--- src/rtl/fetch_unit.sv ---
// Instruction fetch unit: one outstanding imem read, holds the fetched word until decode takes it.
// Optional accepted-instruction counter is built when FETCH_CNT_EN is defined.
module fetch_unit #(
    parameter logic [31:0] RESET_PC = 32'h0000_0000
) (
    input  logic        clk_i,
    input  logic        rst_ni,
    output logic        imem_req_o,
    output logic [31:0] imem_addr_o,
    input  logic        imem_rvalid_i,
    input  logic [31:0] imem_rdata_i,
    output logic        instr_valid_o,
    output logic [31:0] instr_o,
    output logic [6:0]  opcode_o,
    output logic [31:0] pc_o,
    input  logic        decode_ready_i,
    input  logic        redirect_i,
    input  logic [31:0] redirect_pc_i,
    output logic [31:0] fetch_cnt_o
);

    typedef enum logic [1:0] {StIdle, StWait, StValid, StDrop} state_e;

    state_e      state;
    logic [31:0] pc;
    logic        accept;

    assign accept      = instr_valid_o & decode_ready_i;
    assign opcode_o    = instr_o[6:0];
    assign imem_addr_o = pc;

    // A redirect suppresses the request; a stalled VALID never requests.
    assign imem_req_o = rst_ni & ~redirect_i &
                        ((state == StIdle) | ((state == StValid) & accept));

    always_ff @(posedge clk_i) begin
        if (!rst_ni) begin
            state         <= StIdle;
            pc            <= RESET_PC & ~32'h3;
            instr_valid_o <= 1'b0;
            instr_o       <= 32'h0;
            pc_o          <= 32'h0;
        end else if (redirect_i) begin
            pc            <= redirect_pc_i & ~32'h3;
            instr_valid_o <= 1'b0;
            // A response still in flight must be swallowed before refetching.
            if (((state == StWait) || (state == StDrop)) && !imem_rvalid_i) begin
                state <= StDrop;
            end else begin
                state <= StIdle;
            end
        end else begin
            unique case (state)
                StIdle: state <= StWait;
                StWait: begin
                    if (imem_rvalid_i) begin
                        instr_o       <= imem_rdata_i;
                        pc_o          <= pc;
                        pc            <= pc + 32'd4;
                        instr_valid_o <= 1'b1;
                        state         <= StValid;
                    end
                end
                StValid: begin
                    if (accept) begin
                        instr_valid_o <= 1'b0;
                        state         <= StWait;
                    end
                end
                StDrop: begin
                    if (imem_rvalid_i) begin
                        state <= StIdle;
                    end
                end
            endcase
        end
    end

`ifdef FETCH_CNT_EN
    logic [31:0] fetch_cnt;

    always_ff @(posedge clk_i) begin
        if (!rst_ni) begin
            fetch_cnt <= 32'h0;
        end else if (accept) begin
            fetch_cnt <= fetch_cnt + 32'd1;
        end
    end

    assign fetch_cnt_o = fetch_cnt;
`else
    assign fetch_cnt_o = 32'h0;
`endif

endmodule

--- config.mk ---
export PLATFORM = sky130hd
export DESIGN_NAME = fetch_unit
export DESIGN_NICKNAME = d
export VERILOG_FILES = /design/src/rtl/fetch_unit.sv
export SDC_FILE = /design/constraint.sdc
export NUM_CORES = 1
export LEC_CHECK = 0
export ABC_CLOCK_PERIOD_IN_PS = 1950
export CORE_ASPECT_RATIO = 2
export CORE_UTILIZATION = 38
export DETAILED_ROUTE_END_ITERATION = 8
export GPL_TIMING_DRIVEN = 0
export PLACE_DENSITY = 0.78
export SYNTH_ARGS = -nofsm -noshare
export SYNTH_HDL_FRONTEND = slang
export SYNTH_SLANG_ARGS = --single-unit
--- constraint.sdc ---
create_clock -name clk_i -period 1.95 [get_ports clk_i]
set_clock_uncertainty 0.05 [all_clocks]
set_input_delay 0.39 -clock clk_i [delete_from_list [all_inputs] [get_ports clk_i]]
set_output_delay 0.39 -clock clk_i [all_outputs]
set_load 0.01 [all_outputs]
# Word level (Yosys, flattened, before mapping)
# Index checks and enable logic that the tools add are counted.
dict set report classes {
  add_sub_neg 1
  multipliers 0
  div 0
  magnitude_cmp 0
  n_eq_ne 8
  n_shift 0
  muxes 12
  bitwise_logic 7
  n_reduce_logical 13
}
# operator count
set ops {}
lappend ops {{$mux 32} 3}
lappend ops {{$add 32x3->32 const B} 1}
lappend ops {{$mux 2} 5}
lappend ops {{$ne 3x3->1 const B} 3}
lappend ops {{$reduce_and 3->1} 3}
lappend ops {{$pmux 2 s4} 1}
lappend ops {{$reduce_bool 2->1} 3}
lappend ops {{$and 1x1->1} 4}
lappend ops {{$eq 2x2->1 const B} 2}
lappend ops {{$ne 2x2->1 const B} 2}
lappend ops {{$reduce_and 2->1} 2}
lappend ops {{$eq 2x1->1 const B} 1}
lappend ops {{$logic_not 2->1} 1}
lappend ops {{$mux 1} 2}
lappend ops {{$not 1->1} 2}
lappend ops {{$pmux 1 s2} 1}
lappend ops {{$reduce_or 2->1} 1}
lappend ops {{$logic_and 1x1->1} 1}
lappend ops {{$logic_not 1->1} 1}
lappend ops {{$logic_or 1x1->1} 1}
lappend ops {{$or 1x1->1} 1}
dict set report totals {
  reg_bits 99
  latch_bits 0
  mem_bits_rw 0
  mem_bits_ro 0
  word_cells 47
  n_memories 0
}

# Depth between registers and ports, before layout
dict set report depth {
  depth_word 5
  depth_mapped 7
}

# Least setup slack after synthesis
# No wires, ideal clock.
dict set report synth_path {
  path_kind {register to register}
  from {reg pc[9], in the netlist imem_addr_o[9]}
  to {reg pc[24], in the netlist imem_addr_o[24]}
  setup_time_ns 0.074
  t_arrival_ns 1.956
  t_required_ns 1.826
  slack_ns -0.130
  stages_incl_launch_ff 6
  n_path_buf 1
  synth_period_minus_slack_ns 2.080
  cell_sequence {dfxtp_1 > nand4_4 > or4_4 > buf_6 > or4_1 > a31oi_1}
}
dict set report synth_between {
  elab_chain_len 4
}
# item line_no
set synth_rtl {}
lappend synth_rtl {{start, declared} 25} ;# logic [31:0] pc;
lappend synth_rtl {{start signal, assigned} 39} ;# pc <= RESET_PC & ~32'h3;
lappend synth_rtl {{start signal, assigned} 44} ;# pc <= redirect_pc_i & ~32'h3;
lappend synth_rtl {{start signal, assigned} 59} ;# pc <= pc + 32'd4;
lappend synth_rtl {{$add 32x3->32} 59}
lappend synth_rtl {{$mux 32} 56} ;# if (imem_rvalid_i) begin
lappend synth_rtl {{$mux 32} 53} ;# unique case (state)
lappend synth_rtl {{$mux 32} 43} ;# end else if (redirect_i) begin
# No other way between the ends. The select of a mux whose other input is x is not followed.
# A chain may end at the register's enable or synchronous reset.

# Final worst setup path
dict set report layout_path {
  from {reg pc[18], in the netlist imem_addr_o[18]}
  to {reg pc[30], in the netlist imem_addr_o[30]}
}
# Same word-level chain as after synthesis.

==> flow_summary.ini <==
[yosys]
synth_flop_cell = dfxtp_1
yosys.cell_types.count = 47
ys_warn_count = 0
netlist_area_um2 = 4460
ys_seq_area_share_pct = 42.6
synth_edf_count = 0
synthCells = 547
synth-seq-cells = 95
syn_area_per_cell_um2 = 8.15
synthArstFlopShare_pct = 0

[critical_path]
cp_num_buf_inv = 1
critical_path_class = reg -> reg
path_max_fanout = 4
worst_path_max_delay_cell = or4_4
required_ps = 2160
critPathMostFrequentCell = or4_4
crit_family = simple AND/OR/NAND/NOR gates
end_kind = flop
cp_data_arrival_time_ps = 2210
cpPeakStageDelay_ps = 580
path_cells = nand4_1, or4_4, buf_6, or4_4, a31oi_1
critPathLaunchType = flop

[sta]
tns_ps = -96.8
setup-violations-final = 3
period_minus_slack_ps = 2000
max_freq_ghz = 0.500
drv_slew = 0
hold_violations = 0
slew_headroom_pct = 64.1
fin_crit_sh_pct = 103
fin_ws_ps = -49.9
rsz0062_at_grt = yes
worstMarginPinSlew_ps = 539

[global_routing]
grt_pass1_wl_um = 23400
grt_pass1_vias = 4713
grt_usage_pct = 24.6
overflow = 0
grt_antenna_before_repair = 0
grt_start_max_net_pins = 16

[cts]
htreeDepth = 3
numCtsBuffers = 9
cts_max_path_buffers = 2
clk-insertion-delay-late_ps = 340
cts_tree = built
clkSlewWorstSetupHoldPaths_ps = 60
cts_num_sinks = 95
root_buffer = clkbuf_16
hold_buffers = 0

[detailed_routing]
wire_per_inst_um = 16.5
wl_met2_um = 8400
first_iter_violations = 303
vias = 4995
highest_layer = met4
wl_um = 15600
drc = 0
routedLengthMet1_um = 5330
viasPerCell = 5.27
route.met3.wl_um = 1120
ant_nets = 0
firstDrtPassIters = 5

[die]
die_h_um = 155
chipWidth_um = 78.6
core_um2 = 11400
io_pins = 206
floorplan.initialDensity_pct = 39.3
dieArea_um2 = 12200
rows = 55

[layout]
drive_above_1_share_pct = 21.5
postLayoutCellArea_um2 = 7270
final_cells = 947
post-route-util_pct = 64.0
final_common_cell = clkdlybuf4s50_1
mostFrequentLayoutCells = clkdlybuf4s50_1 (163), nand2_1 (144), buf_4 (83)
nets = 871
diodes = 0
syn2layout_area_growth_pct = 63.0

[min_path]
holdCritPathClass = reg -> reg

[run]
cap_violations = 0

[placement]
io_buffers = 166
gp_congestion = 0.834
dp.cells = 890
placed_area_um2 = 6460
dpl.hpwl_um = 11300

[pwr]
power.density_nw_per_um2 = 614
vdd_drop_max_mv = 0.491
p_leak_nw = 2.71
p_total_mw = 4.47

[status]
run_status = finished, violations left
violations = negative setup slack
==> synthesized netlist by cell type (2+ instances only) <==
library cell / count / area (um^2)
buf_4: 43 / 323
nor3_1: 5 / 25.0
nand3_1: 11 / 55.1
nand2_1: 146 / 548
a31oi_1: 12 / 75.1
a211oi_1: 2 / 15.0
o31ai_1: 7 / 52.6
xnor2_1: 5 / 43.8
and3_1: 2 / 12.5
or3_1: 6 / 37.5
nor4_1: 4 / 25.0
nand4_1: 9 / 56.3
inv_1: 3 / 11.3
or4_1: 10 / 75.1
a21boi_0: 63 / 473
a21oi_1: 9 / 45.0
and4_1: 5 / 43.8
nand2b_1: 4 / 25.0
xor2_1: 5 / 43.8
dfxtp_1: 95 / 1900
clkbuf_1: 33 / 124
o211a_1: 6 / 60.1
nor2_1: 8 / 30.0
o21ai_0: 30 / 150
or3_2: 2 / 15.0
==> metrics by stage <==
step	worst slack, ps	hold slack (ps)
6_report	-49.9	414
5_1_grt	-84.1	437
4_1_cts	-0.308	417
3_5_place_dp	-795	407
3_3_place_gp	-714	401
2_1_floorplan	0.970	438
==> registers in the layout, summed over array words and instances, names as in the netlist <==
signal,flops
instr_o,32
imem_addr_o,30
pc_o,30
instr_valid_o,1
state,2
==> cells by family (layout without fill, tap and decap cells) <==
logic type | count (synthesis) | count (layout) | share of synthesized area, %
flops | 95 | 95 | 42.6
other cells | 1 | 36 | 0.0841
buf+inv | 82 | 305 | 10.7
fa+ha+maj | 1 | 1 | 0.280
xor+xnor | 10 | 10 | 1.96
simple gates | 222 | 222 | 23.4
compound gates | 136 | 136 | 20.9
==> path summary, 6_finish.rpt <==
check        slack (ps)  depth (start not counted)             from               to
min                 410                          2      instr_o[27]      instr_o[27]
max reg2reg         -50                          5  imem_addr_o[18]  imem_addr_o[30]
min reg2reg         410                          2      instr_o[27]      instr_o[27]
max                 -50                          5  imem_addr_o[18]  imem_addr_o[30]
==> layer usage <==
metal | up-vias | global-route usage [%]
met1 | 2325 | 24.4
met2 | 274 | 46.4
met4 | 0 | 14.2
met5 | - | 0
met3 | 63 | 4.40
li1 | 2333 | -
==> worst reg2reg max path, stage by stage (launching register included) <==
cell and delay (ps):
dfxtp_4 350, nand4_1 210, or4_4 590, buf_6 140
or4_4 410, a31oi_1 190
==> layout make-up <==
type,instances,area (um^2)
inverters,4,15.0
multi-input cells,405,2350
well taps,142,178
fillers,961,4090
clock inverters,5,35.0
repair buffers,211,2010
flip-flops and latches,95,1970
plain buffers,75,474
clock buffers,10,229
==> power by group <==
| group | leakage, nW | switching (mW) | internal, mW | total (mW) |
|---|---|---|---|---|
| combinational | 1.80 | 0.346 | 0.429 | 0.775 |
| sequential | 0.787 | 0.0795 | 2.01 | 2.09 |
| clock | 0.129 | 0.743 | 0.860 | 1.60 |
==> repair_timing <==
action                                  4_1_cts  5_1_grt
endpoints found under the setup margin       82       46
gates resized for setup                      48       31
pin swaps                                    14       18
cloned                                        1        0
buffers inserted                             35        9
No activity file was read; power rests on OpenSTA's default activity.
